File: config.mk
export PLATFORM = sky130hd
export DESIGN_NAME = friscv_div_ctrl
export DESIGN_NICKNAME = d
export VERILOG_FILES = /design/src/rtl/friscv_div_ctrl.sv
export SDC_FILE = /design/constraint.sdc
export NUM_CORES = 1
export LEC_CHECK = 0
export BUFFER_PORTS_ARGS = -buffer_cell sky130_fd_sc_hd__buf_2
export CORE_ASPECT_RATIO = 1.5
export CORE_UTILIZATION = 54
export CTS_CLUSTER_DIAMETER = 30
export CTS_CLUSTER_SIZE = 24
export DETAILED_ROUTE_END_ITERATION = 6
export PLACE_DENSITY = 0.81
export RECOVER_POWER = 25
export SETUP_SLACK_MARGIN = 0.15
export SLEW_MARGIN = 20
export SYNTH_ARGS = -nofsm -noshare
export SYNTH_HDL_FRONTEND = slang
export SYNTH_SLANG_ARGS = --single-unit
File: constraint.sdc
create_clock -name aclk -period 2.43 [get_ports aclk]
set_input_delay 0.1215 -clock aclk [delete_from_list [all_inputs] [get_ports aclk]]
set_output_delay 0.1215 -clock aclk [all_outputs]
set_load 0.02 [all_outputs]
File: src/rtl/friscv_div_ctrl.sv
// ----------------------------------------------------------------------------
// friscv_div_ctrl
//
// Sequencer between the M-extension execute stage and the shared iterative
// integer divider. It accepts DIV/DIVU/REM/REMU requests and resolves the
// RISC-V corner cases locally:
//   - divide-by-zero (quotient all ones, remainder = dividend)
//   - signed overflow (MIN / -1: quotient = dividend, remainder = 0)
// A one-entry cache holds the last divider result pair (quotient and
// remainder), so a DIV/REM pair on the same operands costs one divider run.
//
// Ports
//   aclk, aresetn        clock, synchronous active-low reset
//   i_valid/i_ready      request handshake
//   i_funct3             4=DIV 5=DIVU 6=REM 7=REMU (funct3[2]=0 -> DIVU)
//   i_rs1, i_rs2, i_rd   dividend, divisor, destination index
//   o_valid/o_ready      result handshake
//   o_rd, o_result       destination index and quotient/remainder
//   o_zero_div           result produced by the divide-by-zero rule
//   o_cache_hit          result served from the cache
//   busy                 controller not in IDLE
//   div_valid/div_ready  divider request handshake
//   div_signed, div_divd, div_divs  divider request payload
//   div_o_valid/div_o_ready         divider result handshake
//   div_quot, div_rem    divider result payload
// ----------------------------------------------------------------------------
module friscv_div_ctrl #(
    parameter int XLEN = 32,
    parameter int RDW  = 5
) (
    input  logic            aclk,
    input  logic            aresetn,
    input  logic            i_valid,
    output logic            i_ready,
    input  logic [2:0]      i_funct3,
    input  logic [XLEN-1:0] i_rs1,
    input  logic [XLEN-1:0] i_rs2,
    input  logic [RDW-1:0]  i_rd,
    output logic            o_valid,
    input  logic            o_ready,
    output logic [RDW-1:0]  o_rd,
    output logic [XLEN-1:0] o_result,
    output logic            o_zero_div,
    output logic            o_cache_hit,
    output logic            busy,
    output logic            div_valid,
    input  logic            div_ready,
    output logic            div_signed,
    output logic [XLEN-1:0] div_divd,
    output logic [XLEN-1:0] div_divs,
    input  logic            div_o_valid,
    output logic            div_o_ready,
    input  logic [XLEN-1:0] div_quot,
    input  logic [XLEN-1:0] div_rem
);

    // state | meaning
    // IDLE  | ready for a request, corner cases and cache resolved on accept
    // ISSUE | presenting the registered operands to the divider
    // WAIT  | waiting for the divider result
    // RESP  | holding the result until the consumer takes it
    typedef enum logic [1:0] {
        IDLE  = 2'd0,
        ISSUE = 2'd1,
        WAIT  = 2'd2,
        RESP  = 2'd3
    } state_t;

    localparam logic [XLEN-1:0] INT_MIN  = {1'b1, {(XLEN-1){1'b0}}};
    localparam logic [XLEN-1:0] ALL_ONES = {XLEN{1'b1}};
    localparam logic [XLEN-1:0] ZERO     = {XLEN{1'b0}};

    state_t state;
    state_t state_nxt;

    // Registered request
    logic [XLEN-1:0] req_rs1;
    logic [XLEN-1:0] req_rs2;
    logic            req_sgn;
    logic            req_rem;

    // Result cache
    logic            cache_valid;
    logic [XLEN-1:0] cache_rs1;
    logic [XLEN-1:0] cache_rs2;
    logic            cache_sgn;
    logic [XLEN-1:0] cache_quot;
    logic [XLEN-1:0] cache_rem;

    // Request decode and classification, evaluated on the live inputs so
    // the fast paths can answer one cycle after the accept edge.
    logic accept;
    logic dec_sgn;
    logic dec_rem;
    logic is_zero;
    logic is_ovf;
    logic is_hit;

    // funct3[2]=0 collapses to DIVU: unsigned, quotient.
    assign dec_sgn = i_funct3[2] & ~i_funct3[0];
    assign dec_rem = i_funct3[2] &  i_funct3[1];

    assign is_zero = (i_rs2 == ZERO);
    assign is_ovf  = dec_sgn & (i_rs1 == INT_MIN) & (i_rs2 == ALL_ONES);
    assign is_hit  = cache_valid & (i_rs1 == cache_rs1) &
                     (i_rs2 == cache_rs2) & (dec_sgn == cache_sgn);

    assign accept  = i_valid & i_ready;

    // ------------------------------------------------------------------
    // State register
    // ------------------------------------------------------------------
    always_ff @(posedge aclk) begin
        if (!aresetn) begin
            state <= IDLE;
        end else begin
            state <= state_nxt;
        end
    end

    // ------------------------------------------------------------------
    // Next state and handshake outputs
    // ------------------------------------------------------------------
    always_comb begin
        state_nxt   = state;
        i_ready     = 1'b0;
        o_valid     = 1'b0;
        div_valid   = 1'b0;
        div_o_ready = 1'b0;
        busy        = 1'b1;

        case (state)
            IDLE: begin
                // Held low while reset is asserted so every output reads 0.
                i_ready = aresetn;
                busy    = 1'b0;
                if (accept) begin
                    if (is_zero || is_ovf || is_hit) begin
                        state_nxt = RESP;
                    end else begin
                        state_nxt = ISSUE;
                    end
                end
            end
            ISSUE: begin
                div_valid = 1'b1;
                if (div_ready) begin
                    state_nxt = WAIT;
                end
            end
            WAIT: begin
                div_o_ready = 1'b1;
                if (div_o_valid) begin
                    state_nxt = RESP;
                end
            end
            RESP: begin
                o_valid = 1'b1;
                if (o_ready) begin
                    state_nxt = IDLE;
                end
            end
            default: begin
                state_nxt = IDLE;
            end
        endcase
    end

    // ------------------------------------------------------------------
    // Request, result and cache registers
    // ------------------------------------------------------------------
    always_ff @(posedge aclk) begin
        if (!aresetn) begin
            req_rs1     <= ZERO;
            req_rs2     <= ZERO;
            req_sgn     <= 1'b0;
            req_rem     <= 1'b0;
            o_rd        <= '0;
            o_result    <= ZERO;
            o_zero_div  <= 1'b0;
            o_cache_hit <= 1'b0;
            cache_valid <= 1'b0;
            cache_rs1   <= ZERO;
            cache_rs2   <= ZERO;
            cache_sgn   <= 1'b0;
            cache_quot  <= ZERO;
            cache_rem   <= ZERO;
        end else begin
            case (state)
                IDLE: begin
                    if (accept) begin
                        req_rs1 <= i_rs1;
                        req_rs2 <= i_rs2;
                        req_sgn <= dec_sgn;
                        req_rem <= dec_rem;
                        o_rd    <= i_rd;
                        if (is_zero) begin
                            o_result   <= dec_rem ? i_rs1 : ALL_ONES;
                            o_zero_div <= 1'b1;
                        end else if (is_ovf) begin
                            o_result <= dec_rem ? ZERO : i_rs1;
                        end else if (is_hit) begin
                            o_result    <= dec_rem ? cache_rem : cache_quot;
                            o_cache_hit <= 1'b1;
                        end
                    end
                end
                WAIT: begin
                    if (div_o_valid) begin
                        o_result    <= req_rem ? div_rem : div_quot;
                        // Only divider results refill the cache; corner-case
                        // answers never displace a useful entry.
                        cache_valid <= 1'b1;
                        cache_rs1   <= req_rs1;
                        cache_rs2   <= req_rs2;
                        cache_sgn   <= req_sgn;
                        cache_quot  <= div_quot;
                        cache_rem   <= div_rem;
                    end
                end
                RESP: begin
                    if (o_ready) begin
                        o_zero_div  <= 1'b0;
                        o_cache_hit <= 1'b0;
                    end
                end
                default: begin
                end
            endcase
        end
    end

    // The divider sees the registered request, so its payload is stable
    // for the whole time div_valid waits on div_ready.
    assign div_divd   = req_rs1;
    assign div_divs   = req_rs2;
    assign div_signed = req_sgn;

endmodule

==> results.toml <==
[final_layout]
area_growth_pct = 40.0
stdcell_area_sq_mm = 0.0150
drive_gt1_frac = 0.194
layout.nets = 1882
layout_commonest_cell = "nand2_1"
utilization = 0.778
final_cell_mix = "488 x nand2_1, 235 x dfxtp_1, 156 x buf_2, 135 x a21oi_1, 120 x dlygate4sd3_1"
nFillCells = 1238

[placement]
port_buffers = 250
hpwl_um = 24100
place_area_sq_mm = 0.0123
place_ws_ps = 58.2
gp_congestion = 0.955

[sta]
worst_slew_pin_slew_ps = 1150
finalSetupViolCount = 0
hold_viol_final = 0
post-route-period-util = 0.947
drv_slew = 0
fmax_mhz = 435
slew_headroom = 0.236
period_needed_ps = 2300
fin_skew_ps = 15.7
grt_setup_unrepaired = "true"
finalWorstSetupSlack_ps = 129
setup_tns_ps = 0

[global_route]
first_global_vias = 11825
grt_max_degree = 133
antenna_found_initial = 3
grt_pass1_wl_um = 61900
grt_usage = 0.394
grt-ovfl-total = 0

[yosys]
synth_area_leaders = "dfxtp_1 44%, nand2_1 17%, a21oi_1 6.3%, mux2i_1 6.0%, o21ai_0 3.5%"
yosys_warnings = 0
synth_nets = 1521
yosysTopAreaCell = "dfxtp_1"
yosysTopAreaCellShare = 0.442
synth_cell_types = 47
synth_area_sq_mm = 0.0107
ys_seq_elements = 237
synth_cells = 1374
avgSynthCellArea_sq_um = 7.81
yosysSeqAreaShare = 0.442

[run]
drv_cap = 0

[clock_tree]
htree_levels = 2
root_buffer = "clkbuf_16"
cts_tree = "built"
cts_buffer_depth = 3
insertion_delay_ps = 500
clkTransAtPathRegs_ps = 60
cts_buffers = 35
clock_sinks = 237

[drt]
routed_wl_um = 42100
via_per_inst = 6.03
drc = 0
vias = 12175
first_pass_iters = 6
post_drt_wl_per_cell_um = 20.8
drt_iter0_markers = 1432
antenna_left = 0

[die]
start_util = 0.556
die_w_um = 117
die_y_um = 175
rows = 62
core_area_sq_mm = 0.0193
die_area_sq_mm = 0.0205
ios = 251

[worst_setup_path]
reg2reg_from = "cache_rs1[10]$_SDFFE_PN0P_"
crit_type = "input pin to flop"
worstPathMaxFanout = 6
start_kind = "input pin"
cp-end-kind = "flop"
crit_start = "i_rs1[10]"
arrival_ps = 2710
critPathRequiredTime_ps = 2840

[worst_hold_path]
hp-class = "input pin to flop"
hold_start = "i_rs1[29]"

[pwr]
ir_drop_uv = 666
p_per_area_mw_per_mm2 = 866
power.leakage_nw = 5.99

[run_status]
status = "completed"
[Yosys cell counts, drive strengths merged]
cell / count
nand2: 490
dfxtp: 237
a21oi: 135
o21ai: 75
clkbuf: 73
mux2i: 64
nor2: 44
xnor2: 33
o221ai: 31
mux2: 29
buf: 24
nor4: 22
xor2: 20
inv: 19
nand4: 16
nand3: 13
nor3: 6
ha: 5
a2111oi: 3
a211o: 3
a211oi: 3
and2: 3
o2bb2ai: 3
or4: 3
a22o: 2
nor2b: 2
o22ai: 2
o311ai: 2
or3: 2
a221o: 1
a311o: 1
a311oi: 1
a31o: 1
and4: 1
nand2b: 1
nand4b: 1
nor4b: 1
o22a: 1
or4b: 1
[flip-flops by register name, summed over array words and instances, names as in the netlist, 2 cells and up]
register / flops
cache_rs1: 32
div_divs: 32
div_divd: 32
state: 2
o_result: 32
cache_quot: 32
cache_rs2: 32
cache_rem: 32
o_rd: 5
[repair_timing]
item,in CTS,in global routing
resized for setup,4,41
endpoints found under the hold margin,121,0
buffers inserted,0,3
endpoints found under the setup margin,32,35
hold buffers,121,0
pin swaps,1,14
gates cloned,0,6
[final timing paths]
check	endpoint	slack [ps]	cells after the start
worst max-delay path	o_result[15]$_SDFFE_PN0P_	130	9
worst min-delay path	div_divd[29]$_SDFFE_PN0P_	10	4
worst max register to register	o_result[15]$_SDFFE_PN0P_	140	7
worst min register to register	cache_rem[4]$_SDFFE_PN0P_	450	2
[metrics by stage]
stage | instances | hold WS (ps) | total power, W
global route | 2018 | 34.1 | 0.0134
floorplan | 1374 | 230 | 0.00623
detailed placement | 1824 | 327 | 0.00717
CTS | 2008 | 2.61 | 0.0127
global placement | 1824 | 316 | 0.00711
finish | 2018 | 12.4 | 0.0130
[where the power goes]
part	leakage, nW	total, W	internal [W]	switching (W)
logic	3.45	0.00306	0.00113	0.00193
clock network	0.616	0.00542	0.00351	0.00191
registers	1.92	0.00454	0.00426	0.000278
total	5.99	0.0130	0.00890	0.00412
[cell type report]
class                      count  area, sq um  share of cell area
multi-input combinational   1021         5670               0.377
sequential                   237         4750               0.316
timing repair buffer         421         2950               0.196
clock buffer                  41          961              0.0640
tap                          256          320              0.0213
clock inverter                22          307              0.0204
inverter                      19         73.8             0.00491
antenna                        1         2.50            0.000167
[critical path, stage by stage]
cell           delay (ps)
dlygate4sd3_1         550
buf_2                 160
xor2_1                230
nor4_2                370
nand4_1               150
or3_4                 440
a31o_4                320
clkbuf_16             190
mux2i_1               170
[logic make-up after synthesis]
kind of cell / count (synthesis) / share of synthesized area
buf+inv: 116 / 0.0471
compound gates: 264 / 0.142
simple gates: 606 / 0.230
xor+xnor: 53 / 0.0433
flops: 237 / 0.442
mux: 93 / 0.0901
fa+ha+maj: 5 / 0.00583
[per-layer routing]
| layer | global-route usage | routed length, um | vias to the layer above |
|---|---|---|---|
| met5 | 0 | 22 | - |
| met4 | 0.261 | 3570 | 4 |
| met3 | 0.0801 | 3770 | 272 |
| met2 | 0.665 | 20100 | 834 |
| met1 | 0.441 | 14600 | 5700 |
| li1 | - | - | 5365 |
Note: power is estimated with default switching activity, not from simulation.
